**src/rtl/ysyx_22041211_div_unit_pkg.sv**
```systemverilog
// ysyx_22041211_div_unit_pkg
// Shared definitions for the RV32M divide/remainder unit: the datapath width,
// the operation encodings, the FSM state encodings and small operand helpers.
// Optional feature macro used by the unit: YSYX_22041211_DIV_EARLY_OUT_EN.
package ysyx_22041211_div_unit_pkg;

   localparam int DATA_LEN = 32;

   // Bit 1 selects remainder, bit 0 selects unsigned.
   typedef enum logic [1:0] {
      DIV_OP_DIV  = 2'b00,
      DIV_OP_DIVU = 2'b01,
      DIV_OP_REM  = 2'b10,
      DIV_OP_REMU = 2'b11
   } div_op_e;

   typedef enum logic [1:0] {
      ST_IDLE = 2'b00,
      ST_CALC = 2'b01,
      ST_FIX  = 2'b10,
      ST_DONE = 2'b11
   } div_state_e;

   function automatic logic op_is_signed(input logic [1:0] op);
      return !op[0];
   endfunction

   function automatic logic op_is_rem(input logic [1:0] op);
      return op[1];
   endfunction

   // 0x80000000 maps onto itself, which is the correct unsigned magnitude.
   function automatic logic [DATA_LEN-1:0] abs_val(input logic [DATA_LEN-1:0] v);
      return v[DATA_LEN-1] ? (~v + 1'b1) : v;
   endfunction

endpackage

```
**src/rtl/ysyx_22041211_div_unit_if.sv**
```systemverilog
// ysyx_22041211_div_unit_if
// Request/response bundle between the EX stage and the divide unit.
//   master (EX side): drives in_valid_i, div_op_i, src1, src2, flush_i,
//                     out_ready_i; observes in_ready_o, out_valid_o, result.
//   slave  (unit)   : the mirror image.
interface ysyx_22041211_div_unit_if;
   import ysyx_22041211_div_unit_pkg::*;

   logic                in_valid_i;
   logic                in_ready_o;
   logic [1:0]          div_op_i;
   logic [DATA_LEN-1:0] src1;
   logic [DATA_LEN-1:0] src2;
   logic                flush_i;
   logic                out_valid_o;
   logic                out_ready_i;
   logic [DATA_LEN-1:0] result;

   modport master (
      output in_valid_i, div_op_i, src1, src2, flush_i, out_ready_i,
      input  in_ready_o, out_valid_o, result
   );

   modport slave (
      input  in_valid_i, div_op_i, src1, src2, flush_i, out_ready_i,
      output in_ready_o, out_valid_o, result
   );

endinterface

```
**src/rtl/ysyx_22041211_div_step.sv**
```systemverilog
// ysyx_22041211_div_step
// One combinational radix-2 restoring step.
//   rem          : running remainder (always < divisor)
//   dividend_bit : next dividend bit, MSB first
//   divisor      : divisor magnitude
//   rem_next     : remainder after this step
//   q_bit        : quotient bit produced by this step
module ysyx_22041211_div_step
   import ysyx_22041211_div_unit_pkg::*;
(
   input  logic [DATA_LEN-1:0] rem,
   input  logic                dividend_bit,
   input  logic [DATA_LEN-1:0] divisor,
   output logic [DATA_LEN-1:0] rem_next,
   output logic                q_bit
);

   logic [DATA_LEN:0] partial;
   logic [DATA_LEN:0] diff;

   assign partial = {rem, dividend_bit};
   // Because rem < divisor, partial < 2*divisor, so the 33-bit difference
   // always lies within +/-2^32 and its top bit is exactly the borrow out.
   assign diff     = partial - {1'b0, divisor};
   assign q_bit    = ~diff[DATA_LEN];
   assign rem_next = q_bit ? diff[DATA_LEN-1:0] : partial[DATA_LEN-1:0];

endmodule

```
**src/rtl/ysyx_22041211_div_unit.sv**
```systemverilog
// ysyx_22041211_div_unit
// Multi-cycle DIV/DIVU/REM/REMU unit: radix-2 restoring division on operand
// magnitudes, one quotient bit per cycle, followed by a sign-fix cycle.
// Ports:
//   clk   : clock, rising edge
//   rst_n : asynchronous active-low reset
//   bus   : ysyx_22041211_div_unit_if.slave (operand request, result response,
//           pipeline flush)
// Optional feature: define YSYX_22041211_DIV_EARLY_OUT_EN to finish in one
// cycle when |dividend| < |divisor| (quotient 0, remainder = dividend).
module ysyx_22041211_div_unit
   import ysyx_22041211_div_unit_pkg::*;
(
   input logic                     clk,
   input logic                     rst_n,
   ysyx_22041211_div_unit_if.slave bus
);

   div_state_e          state_reg, state_next;
   logic [4:0]          cnt_reg;
   logic [1:0]          op_reg;
   logic                neg_q_reg, neg_r_reg;
   // The dividend register shifts left each step; quotient bits enter at the
   // bottom, so after 32 steps it holds the unsigned quotient.
   logic [DATA_LEN-1:0] dividend_reg, divisor_reg, rem_reg, result_reg;

   logic                accept, is_signed, div_zero, ovf, early, special;
   logic [DATA_LEN-1:0] mag1, mag2, special_result;
   logic [DATA_LEN-1:0] step_rem;
   logic                step_q;

   assign bus.in_ready_o  = (state_reg == ST_IDLE);
   assign bus.out_valid_o = (state_reg == ST_DONE);
   assign bus.result      = result_reg;

   assign accept    = bus.in_valid_i && bus.in_ready_o && !bus.flush_i;
   assign is_signed = op_is_signed(bus.div_op_i);
   assign mag1      = is_signed ? abs_val(bus.src1) : bus.src1;
   assign mag2      = is_signed ? abs_val(bus.src2) : bus.src2;
   assign div_zero  = (bus.src2 == '0);
   assign ovf       = is_signed && (bus.src1 == 32'h8000_0000) && (bus.src2 == 32'hFFFF_FFFF);
`ifdef YSYX_22041211_DIV_EARLY_OUT_EN
   assign early     = (mag1 < mag2) && !div_zero;
`else
   assign early     = 1'b0;
`endif
   assign special   = div_zero || ovf || early;

   always_comb begin
      special_result = '0;
      if (div_zero) begin
         special_result = op_is_rem(bus.div_op_i) ? bus.src1 : 32'hFFFF_FFFF;
      end else if (ovf) begin
         special_result = op_is_rem(bus.div_op_i) ? 32'h0 : 32'h8000_0000;
      end else begin
         special_result = op_is_rem(bus.div_op_i) ? bus.src1 : 32'h0;
      end
   end

   ysyx_22041211_div_step u_step (
      .rem          (rem_reg),
      .dividend_bit (dividend_reg[DATA_LEN-1]),
      .divisor      (divisor_reg),
      .rem_next     (step_rem),
      .q_bit        (step_q)
   );

   always_ff @(posedge clk or negedge rst_n) begin
      if (!rst_n) state_reg <= ST_IDLE;
      else        state_reg <= state_next;
   end

   always_comb begin
      state_next = state_reg;
      case (state_reg)
         ST_IDLE: if (accept) state_next = special ? ST_DONE : ST_CALC;
         ST_CALC: if (cnt_reg == 5'd31) state_next = ST_FIX;
         ST_FIX:  state_next = ST_DONE;
         ST_DONE: if (bus.out_ready_i) state_next = ST_IDLE;
         default: state_next = ST_IDLE;
      endcase
      if (bus.flush_i) state_next = ST_IDLE;
   end

   always_ff @(posedge clk or negedge rst_n) begin
      if (!rst_n) begin
         cnt_reg      <= '0;
         op_reg       <= '0;
         neg_q_reg    <= 1'b0;
         neg_r_reg    <= 1'b0;
         dividend_reg <= '0;
         divisor_reg  <= '0;
         rem_reg      <= '0;
         result_reg   <= '0;
      end else if (bus.flush_i) begin
         cnt_reg      <= '0;
         rem_reg      <= '0;
         result_reg   <= '0;
      end else begin
         case (state_reg)
            ST_IDLE: if (accept) begin
               op_reg       <= bus.div_op_i;
               neg_q_reg    <= is_signed && (bus.src1[DATA_LEN-1] ^ bus.src2[DATA_LEN-1]);
               neg_r_reg    <= is_signed && bus.src1[DATA_LEN-1];
               dividend_reg <= mag1;
               divisor_reg  <= mag2;
               rem_reg      <= '0;
               cnt_reg      <= '0;
               if (special) result_reg <= special_result;
            end
            ST_CALC: begin
               dividend_reg <= {dividend_reg[DATA_LEN-2:0], step_q};
               rem_reg      <= step_rem;
               cnt_reg      <= cnt_reg + 5'd1;  // wraps back to 0 after 31
            end
            ST_FIX: begin
               if (op_is_rem(op_reg))
                  result_reg <= neg_r_reg ? (~rem_reg + 1'b1) : rem_reg;
               else
                  result_reg <= neg_q_reg ? (~dividend_reg + 1'b1) : dividend_reg;
            end
            default: ;
         endcase
      end
   end

endmodule

```
**src/flat_wrapper.sv**
```systemverilog
// flat-port wrapper written by rule: the top's interface ports become plain ports
module ysyx_22041211_div_unit_flat import ysyx_22041211_div_unit_pkg::*;
  (clk, rst_n, bus_in_valid_i, bus_div_op_i, bus_src1, bus_src2, bus_flush_i, bus_out_ready_i, bus_in_ready_o, bus_out_valid_o, bus_result);
  ysyx_22041211_div_unit_if bus_i ();
  input logic clk;
  input logic rst_n;
  input wire logic [$bits(bus_i.in_valid_i)-1:0] bus_in_valid_i;
  input wire logic [$bits(bus_i.div_op_i)-1:0] bus_div_op_i;
  input wire logic [$bits(bus_i.src1)-1:0] bus_src1;
  input wire logic [$bits(bus_i.src2)-1:0] bus_src2;
  input wire logic [$bits(bus_i.flush_i)-1:0] bus_flush_i;
  input wire logic [$bits(bus_i.out_ready_i)-1:0] bus_out_ready_i;
  output wire logic [$bits(bus_i.in_ready_o)-1:0] bus_in_ready_o;
  output wire logic [$bits(bus_i.out_valid_o)-1:0] bus_out_valid_o;
  output wire logic [$bits(bus_i.result)-1:0] bus_result;
  assign bus_i.in_valid_i = bus_in_valid_i;
  assign bus_i.div_op_i = bus_div_op_i;
  assign bus_i.src1 = bus_src1;
  assign bus_i.src2 = bus_src2;
  assign bus_i.flush_i = bus_flush_i;
  assign bus_i.out_ready_i = bus_out_ready_i;
  assign bus_in_ready_o = bus_i.in_ready_o;
  assign bus_out_valid_o = bus_i.out_valid_o;
  assign bus_result = bus_i.result;
  ysyx_22041211_div_unit u_core (.clk(clk), .rst_n(rst_n), .bus(bus_i));
endmodule
```
**config.mk**
```make
export PLATFORM = sky130hd
export DESIGN_NAME = ysyx_22041211_div_unit_flat
export DESIGN_NICKNAME = d
export VERILOG_FILES = /design/src/rtl/ysyx_22041211_div_unit_pkg.sv /design/src/rtl/ysyx_22041211_div_unit_if.sv /design/src/rtl/ysyx_22041211_div_step.sv /design/src/rtl/ysyx_22041211_div_unit.sv /design/src/flat_wrapper.sv
export SDC_FILE = /design/constraint.sdc
export NUM_CORES = 1
export LEC_CHECK = 0
export CORE_UTILIZATION = 35
export CTS_CLUSTER_SIZE = 24
export DETAILED_ROUTE_END_ITERATION = 12
export HOLD_SLACK_MARGIN = 0.02
export PLACE_DENSITY = 0.56
export SYNTH_ARGS = -nofsm -noshare
export SYNTH_HDL_FRONTEND = slang
export SYNTH_HIERARCHICAL = 1
export SYNTH_SLANG_ARGS = --single-unit
```
**constraint.sdc**
```tcl
create_clock -name clk -period 4.55 [get_ports clk]
set_input_delay 0.91 -clock clk [delete_from_list [all_inputs] [get_ports clk]]
set_output_delay 0.91 -clock clk [all_outputs]
set_load 0.02 [all_outputs]
```
==> results of run 1 <==
[tightest hold or removal path: cells and delay by family (launching register included)]
kind / cells / cell delay [ps]
flops: 1 / 340
compound gates: 1 / 60
simple gates: 1 / 40
[report_power, final]
part	total, mW	switching [mW]	internal (mW)
combinational	3.27	1.92	1.35
sequential	2.16	0.523	1.63
clock	1.38	0.582	0.799
total	6.81	3.02	3.78
[cell usage after synthesis (23+ instances only)]
cell type and number:
nand3_1 26, o21ai_0 133, dfrtp_1 138, xor2_1 39, xnor2_1 100, a311oi_1 29, a31oi_1 24, nor2_1 60
a21oi_1 94, nand2_1 121, inv_1 56, clkbuf_1 72, o31ai_1 26, o41ai_1 23, a22o_1 35, ha_1 43
nor3_1 29
[logic make-up after synthesis]
kind of cell / Yosys count / synth area share [%]
xor+xnor: 139 / 10.7
compound gates: 463 / 27.0
simple gates: 370 / 16.5
mux: 43 / 4.77
flops: 138 / 30.3
fa+ha+maj: 44 / 4.89
buf+inv: 150 / 5.90
[metal layers]
layer | share of wire [%] | vias up | routed length (um) | global-route usage, %
met4 | 1.4 | 0 | 503 | 5.51
met3 | 4.0 | 33 | 1460 | 2.53
met2 | 47 | 326 | 17100 | 35.2
li1 | - | 5120 | - | -
met1 | 48 | 5212 | 17300 | 30.7
met5 | 0 | - | 0 | 0
[final cells by class]
cell class              instances  area [um^2]
multi-input cells            1059         7290
fillers                      3205        18500
flip-flops and latches        138         3450
well taps                     435          544
clock inverters                13          130
inverters                      57          221
clock buffers                  18          429
repair buffers                131         1260
[metrics by stage]
step | setup slack, ps | power (mW) | area, um^2 | util [%] | cells
after detailed placement | 441 | 5.41 | 12800 | 40.2 | 1820
final | 831 | 6.81 | 13300 | 41.9 | 1851
after floorplan | 1100 | 4.33 | 11400 | - | 1347
after global placement | 441 | 5.38 | 12800 | 40.2 | 1820
after global routing | 678 | 7.28 | 13300 | 41.9 | 1851
after CTS | 854 | 6.81 | 13300 | 41.9 | 1851
[final timing paths]
path                            slack (ps)                                 to                               from  cells past startpoint
worst max register to register         840      u_core/rem_reg[4]$_DFFE_PN0P_  u_core/divisor_reg[0]$_DFFE_PN0P_                     13
worst min-delay path                   480  u_core/divisor_reg[6]$_DFFE_PN0P_  u_core/divisor_reg[6]$_DFFE_PN0P_                      2
worst min register to register         480  u_core/divisor_reg[6]$_DFFE_PN0P_  u_core/divisor_reg[6]$_DFFE_PN0P_                      2
worst max-delay path                   830  u_core/bus.result[28]$_DFFE_PN0P_                       bus_src1[26]                      8
min in group asynchronous              560     u_core/rem_reg[23]$_DFFE_PN0P_                              rst_n                      1
max in group asynchronous             3000   u_core/bus.result[0]$_DFFE_PN0P_                              rst_n                      2
==> results.yml, run 1 <==
route:
  totalWireLength_um: 36300
  route.detailed.drc: 0
  drt-initial-drc-count: 766
  detail-route-antenna-nets: 0
  first_pass_iters: 5
  viasPerCell: 5.78
  wire_per_inst_um: 19.6
  num_vias: 10700
timing:
  max_slew_margin_pct: 24.3
  max_freq_mhz: 269
  fin_crit_sh_pct: 81.7
  min_period_ps: 3720
  worst_pin_slew_ps: 1130
  setup_tns_ps: 0
  hold_ws_ps: 478
  grt_setup_unrepaired: "no"
  maxSlewViolCount: 0
  finalHoldViolCount: 0
  final-setup-viol-count: 0
  finalClockSkew_ps: 12.5
min_path:
  hp-class: "reg2reg"
worst_setup_path:
  worst_setup_path_start_kind: "input pin"
  critPathMaxStageDelay_ps: 670
  cp_slowest_cell: "or4_1"
  cp_cell_sequence: "clkdlybuf4s50_1 > or4_1 > nor4_1 > nand4_1 > o211ai_2 > buf_4 > a21oi_1 > a311oi_1"
  arrival_ps: 4040
  critPathBufInv: 2
  path_max_fanout: 20
  end_kind: "flip-flop"
  path_class: "in2reg"
  path_delay_family: "simple AND/OR/NAND/NOR gates"
  required_ps: 4870
clock_tree:
  cts_root_buffer: "clkbuf_16"
  holdBufCountCts: 0
  cts_buffers: 17
  clock_path_buffers: 2
  clock-sinks: 138
  cts_tree: "yes"
  cts_resized: 0
  cts_setup_buffers: 0
  h-tree-depth: 4
  clkLatencyLatePin_ps: 430
  clk_transition_reported_paths_ps: 60
place:
  dp.final_hpwl_um: 26600
  gp_congestion: 0.886
  port-buffer-count: 104
final_layout:
  fin_nets: 1519
  areaGrowthSynthToFinish_pct: 16.8
  drive_gt1_share_pct: 8.12
  final_common_cell: "dfrtp_1"
  num_antenna_cells: 0
  final_cell_mix: "dfrtp_1 (138), o21ai_0 (133), nand2_1 (121)"
yosys:
  yosysSeqAreaShare_pct: 30.3
  yosys-top-cells-area: "dfrtp_1 (30%), xnor2_1 (7.7%), o21ai_0 (5.8%)"
  yosysTopAreaCell: "dfrtp_1"
  synth_edf_count: 0
  syn-num-nets: 1462
  ys_ff_latch: 138
  yosysWarningCount: 6
  syn_inst: 1347
  synth_top_area_share_pct: 30.3
  synth.distinct_cells: 88
  dominantRegCellSynth: "dfrtp_1"
  async_flop_share_pct: 100
  netlist_area_um2: 11400
  syn_area_per_cell_um2: 8.47
die:
  io_pins: 105
  num_rows: 65
  die_w_um: 183
  core_area_um2: 31800
  die_area_um2: 33300
  initial_core_util_pct: 35.9
  die_height_um: 183
grt:
  grt_remaining_overflow: 0
  grt_pass1_wl_um: 56900
  track_usage_pct: 21.8
  antenna_found_initial: 0
  grt_max_degree: 93
  first_global_vias: 10100
power:
  power_density_nw_per_um2: 511
  leakage_nw: 5.49
  ir_drop_uv: 404
run_status:
  status: "finished, final reports clean"
job:
  maxCapViolCount: 0
Note: power is estimated with default switching activity, not from simulation.
==> run 2, diff against run 1 <==
- PLACE_DENSITY: 0.56 -> 0.58
- clock period: 4.55 -> 3.25 ns (I/O delays scaled with it)
==> run 2 against run 1 <==
  * Clock power rose by 44%
  * Sequential power increased by 38%
  * Worst setup slack got worse by 820 ps
  * Global-route usage rose by 0.84 points
  * Critical path type is now reg2reg
  * Register-to-register slack lost 830 ps
  * Highest routed layer unchanged
  * Clock-buffer cell count up 4
  * Non-clock buffer count grew 107
  * Hold slack lost 280 ps
  * Sequential share of layout area decreased by 1.6 points
  * Utilization rose by 2.8 points
==> results.yml, run 2 (synthesized netlist as in run 1, its figures left out) <==
die:
  num_rows: 65
  io_pins: 105
  die_height_um: 183
  initial_core_util_pct: 35.9
  die_area_um2: 33300
  core_area_um2: 31800
  die_w_um: 183
timing:
  maxSlewViolCount: 0
  min_period_ps: 3240
  finalWorstSetupSlack_ps: 13.5
  setup_tns_ps: 0
  max_freq_mhz: 309
  hold_ws_ps: 200
  grt_setup_unrepaired: "yes"
  worst_pin_slew_ps: 1080
  finalClockSkew_ps: 13.8
  final-setup-viol-count: 0
  fin_crit_sh_pct: 99.6
  finalHoldViolCount: 0
  max_slew_margin_pct: 28.0
final_layout:
  num_antenna_cells: 0
  final_cell_mix: "dfrtp_1 (138), o21ai_0 (133), buf_4 (131)"
  finalInstanceArea_um2: 14200
  fillers: 3144
  regArea_um2: 3450
  multi_input_area_um2: 7340
  drive_gt1_share_pct: 14.8
  final_common_cell: "dfrtp_1"
  fin_nets: 1627
  areaGrowthSynthToFinish_pct: 24.7
worst_setup_path:
  reg2reg_slack_ps: 10
  path_delay_family: "compound AO/OA/AOI/OAI gates"
  critPathMaxStageDelay_ps: 350
  end_kind: "flip-flop"
  critPathBufInv: 2
  worst_setup_path_start_kind: "flip-flop"
  r2r_cells: 14
  path_max_fanout: 12
  crit_path_frequent_cell: "o2111ai_2"
  cp_cell_sequence: "inv_1 > ha_2 > fa_2 > and2b_1 > o2111ai_2 > a21oi_2 > o2111ai_2 > a211oi_2 > nor2_4 > mux2i_4 > and2_4 > inv_12 > mux2_2 > a22o_1"
  crit_end: "u_core/rem_reg[4]$_DFFE_PN0P_"
  cp_slowest_cell: "dfrtp_1"
  cp-startpoint: "u_core/dividend_reg[31]$_DFFE_PN0P_"
  worst-path-stages: 14
  arrival_ps: 3550
  path_class: "reg2reg"
  r2r-end: "u_core/rem_reg[4]$_DFFE_PN0P_"
  rr_startpoint: "u_core/dividend_reg[31]$_DFFE_PN0P_"
  required_ps: 3560
place:
  dp.final_hpwl_um: 28200
  dpl_cell_area_um2: 13600
  port-buffer-count: 104
  place_ws_ps: -179
  gp_congestion: 0.886
run_status:
  status: "finished, final reports clean"
clock_tree:
  cts_buffers: 17
  clock_path_buffers: 2
  holdBufCountCts: 0
  h-tree-depth: 4
  clk_transition_reported_paths_ps: 60
  clkLatencyLatePin_ps: 440
  cts_tree: "yes"
  clock-sinks: 138
  cts_root_buffer: "clkbuf_16"
power:
  ir_drop_uv: 522
  power_density_nw_per_um2: 691
  leakage_nw: 6.06
grt:
  first_global_vias: 10500
  grt_pass1_wl_um: 59200
  grt_max_degree: 71
  grt_remaining_overflow: 0
  track_usage_pct: 22.6
  antenna_found_initial: 0
route:
  first_pass_iters: 6
  totalWireLength_um: 37300
  viasPerCell: 5.68
  num_vias: 11100
  detail-route-antenna-nets: 0
  route.detailed.drc: 0
  drt-initial-drc-count: 887
  wire_per_inst_um: 19.1
job:
  maxCapViolCount: 0
min_path:
  hp-class: "in2async"
-- run 2: layer usage --
layer | vias to the layer above | wire, um | track usage, %
met3 | 50 | 1990 | 4.05
met1 | 5393 | 17200 | 31.3
met4 | 0 | 841 | 6.96
met2 | 345 | 17300 | 35.7
li1 | 5343 | - | -
met5 | - | 0 | 0
-- run 2: cell type report --
cell class | count | area share, %
multi-input cells | 1059 | 51.5
inverters | 57 | 1.59
repair inverters | 1 | 0.0791
flip-flops and latches | 138 | 24.3
repair buffers | 238 | 14.7
clock buffers | 22 | 3.19
well taps | 435 | 3.82
clock inverters | 8 | 0.853
-- run 2: stage by stage --
step           cells  total power, mW  utilization [%]
6_report        1958             9.84             44.8
5_1_grt         1958             10.5             44.8
4_1_cts         1957             9.82             44.7
3_5_place_dp    1926             7.79             42.8
3_3_place_gp    1926             7.70             42.8
2_1_floorplan   1347             6.07                -
-- run 2: how the worst min path moves through the flow --
| stage | start | endpoint | cells past startpoint |
|---|---|---|---|
| 2_1_floorplan | rst_n | u_core/bus.result[0]$_DFFE_PN0P_ | 0 |
| 3_3_place_gp | u_core/divisor_reg[21]$_DFFE_PN0P_ | u_core/divisor_reg[21]$_DFFE_PN0P_ | 2 |
| 3_5_place_dp | u_core/divisor_reg[18]$_DFFE_PN0P_ | u_core/divisor_reg[18]$_DFFE_PN0P_ | 2 |
| 4_1_cts | rst_n | u_core/divisor_reg[20]$_DFFE_PN0P_ | 1 |
| 5_1_grt | rst_n | u_core/divisor_reg[19]$_DFFE_PN0P_ | 1 |
| 6_report | rst_n | u_core/divisor_reg[19]$_DFFE_PN0P_ | 1 |
-- run 2: what timing repair did --
action,CTS,global route
setup endpoints to repair,8,25
resized for setup,1,6
cloned,1,0
pin swaps,0,3
setup buffers,0,1
-- run 2: power breakdown --
part / leakage, nW / switching [mW] / total (mW) / internal [mW]
clock: 0.280 / 0.779 / 1.99 / 1.22
sequential: 1.81 / 0.690 / 2.98 / 2.29
combinational: 3.96 / 2.79 / 4.86 / 2.07
==> run 3, diff against run 2 <==
- SETUP_SLACK_MARGIN: default -> 0.2
==> run 3 against run 2 <==
  * Routed wire length grew 0.38%
  * Sequential power hardly changed
  * Clock skew shrank 2.0 ps
  * Die area unchanged
  * Cell area increased by 1.0%
  * Worst setup slack improved by 42 ps
  * Maximum frequency up 1.3%
  * Final cell count rose by 0.56%
  * Combinational power is essentially flat
==> results.yml, run 3 (synthesized netlist as in run 1, its figures left out) <==
run_status:
  status: "finished, final reports clean"
timing:
  grt_setup_unrepaired: "yes"
  fin_crit_sh_pct: 98.3
  final-setup-viol-count: 0
  finalHoldViolCount: 0
  min_period_ps: 3190
  max_slew_margin_pct: 26.0
  worst_pin_slew_ps: 1110
  finalClockSkew_ps: 11.8
  maxSlewViolCount: 0
  max_freq_mhz: 313
  finalWorstSetupSlack_ps: 55.9
final_layout:
  areaGrowthSynthToFinish_pct: 26.0
  final_util_pct: 45.2
  final_cell_mix: "dfrtp_1 (138), buf_4 (138), o21ai_0 (133)"
  fin_nets: 1636
  finalInstanceArea_um2: 14400
  fillers: 3172
  num_antenna_cells: 0
  drive_gt1_share_pct: 16.1
die:
  die_height_um: 183
  die_w_um: 183
  num_rows: 65
  core_area_um2: 31800
  die_area_um2: 33300
  initial_core_util_pct: 35.9
  io_pins: 105
clock_tree:
  clock_path_buffers: 2
  cts_tree: "yes"
  clock-sinks: 138
  cts_buffers: 17
  h-tree-depth: 4
  holdBufCountCts: 0
  clk_transition_reported_paths_ps: 70
  cts_root_buffer: "clkbuf_16"
  clkLatencyLatePin_ps: 430
route:
  wire_per_inst_um: 19.0
  totalWireLength_um: 37500
  wl_met3_um: 1660
  viasPerCell: 5.63
  detail-route-antenna-nets: 0
  wl_met2_um: 17600
  route.detailed.drc: 0
  num_vias: 11100
  topRoutingLayerUsed: "met4"
  drt-initial-drc-count: 817
  met1_length_um: 17400
  first_pass_iters: 5
place:
  place_ws_ps: -164
  dp.final_hpwl_um: 28300
  gp_congestion: 0.892
  dpl_cell_area_um2: 13700
  port-buffer-count: 104
worst_setup_path:
  arrival_ps: 3510
  r2r_cells: 12
  required_ps: 3570
  path_max_fanout: 8
  path_class: "reg2reg"
  end_kind: "flip-flop"
  worst_setup_path_start_kind: "flip-flop"
power:
  finalPower_mw: 9.90
  ir_drop_uv: 365
  leakage_nw: 6.13
  power_density_nw_per_um2: 688
grt:
  antenna_found_initial: 0
  grt_pass1_wl_um: 59800
  grt_remaining_overflow: 0
  grt_max_degree: 71
  first_global_vias: 10800
  track_usage_pct: 22.8
min_path:
  hp-class: "in2async"
job:
  maxCapViolCount: 0
## run 3: cell count changes in the layout (fill, tap and decap cells not counted), moves of 2 or more
cell      previous run  this run
or4_4                2         4
buf_4              131       138
inv_6                0         7
or4_1               12        10
clkbuf_1             4         0
clkinv_4             1         3
## run 3: through the flow
stage                     cells  hold WS [ps]  setup TNS [ps]
after CTS                  1965           213               0
after detailed placement   1932           472           -3610
final                      1969           196               0
after global routing       1969           244           -2550
after global placement     1932           464           -1200
after floorplan            1347           354            -745
## run 3: area by class of cell
type,count,area [um^2],area share [%]
repair inverters,2,25.0,0.174
flip-flops and latches,138,3450,24.0
well taps,435,544,3.79
multi-input cells,1059,7390,51.4
clock inverters,15,164,1.14
repair buffers,246,2150,15.0
clock buffers,17,425,2.96
inverters,57,226,1.58
## run 3: path summary, 6_finish.rpt
check | startpoint | to | slack (ps)
min reg2reg | u_core/divisor_reg[28]$_DFFE_PN0P_ | u_core/divisor_reg[28]$_DFFE_PN0P_ | 480
min in group clk | u_core/divisor_reg[28]$_DFFE_PN0P_ | u_core/divisor_reg[28]$_DFFE_PN0P_ | 480
max in group asynchronous | rst_n | u_core/bus.result[0]$_DFFE_PN0P_ | 2280
max | u_core/rem_reg[0]$_DFFE_PN0P_ | u_core/rem_reg[25]$_DFFE_PN0P_ | 60
max reg2reg | u_core/rem_reg[0]$_DFFE_PN0P_ | u_core/rem_reg[25]$_DFFE_PN0P_ | 60
min | rst_n | u_core/divisor_reg[20]$_DFFE_PN0P_ | 200
## run 3: critical path, cell delays in order (launching register included)
cell       delay (ps)
dfrtp_1           380
buf_4             170
ha_1              280
nor2b_1           150
o2111ai_1         230
a31oi_1           200
o2111ai_1         360
a21oi_2           150
o31ai_1           230
or2b_2            340
xor2_1            150
mux2_4            260
a22o_1            190
## run 3: power breakdown
group / leakage [nW] / switching, mW / internal [mW]
clock: 0.285 / 0.876 / 1.15
sequential: 1.81 / 0.695 / 2.29
combinational: 4.03 / 2.79 / 2.10
total: 6.13 / 4.37 / 5.53
## run 3: timing repair
| item | 4_1_cts | 5_1_grt |
|---|---|---|
| setup buffers | 0 | 3 |
| resized for setup | 4 | 16 |
| gates cloned | 1 | 1 |
| endpoints found under the setup margin | 28 | 65 |
| pin swaps | 3 | 4 |
## run 3: metal layers
metal / track usage [%] / up-vias
li1: - / 5337
met4: 6.72 / 0
met3: 2.85 / 49
met2: 36.8 / 268
met1: 31.6 / 5432
met5: 0 / -
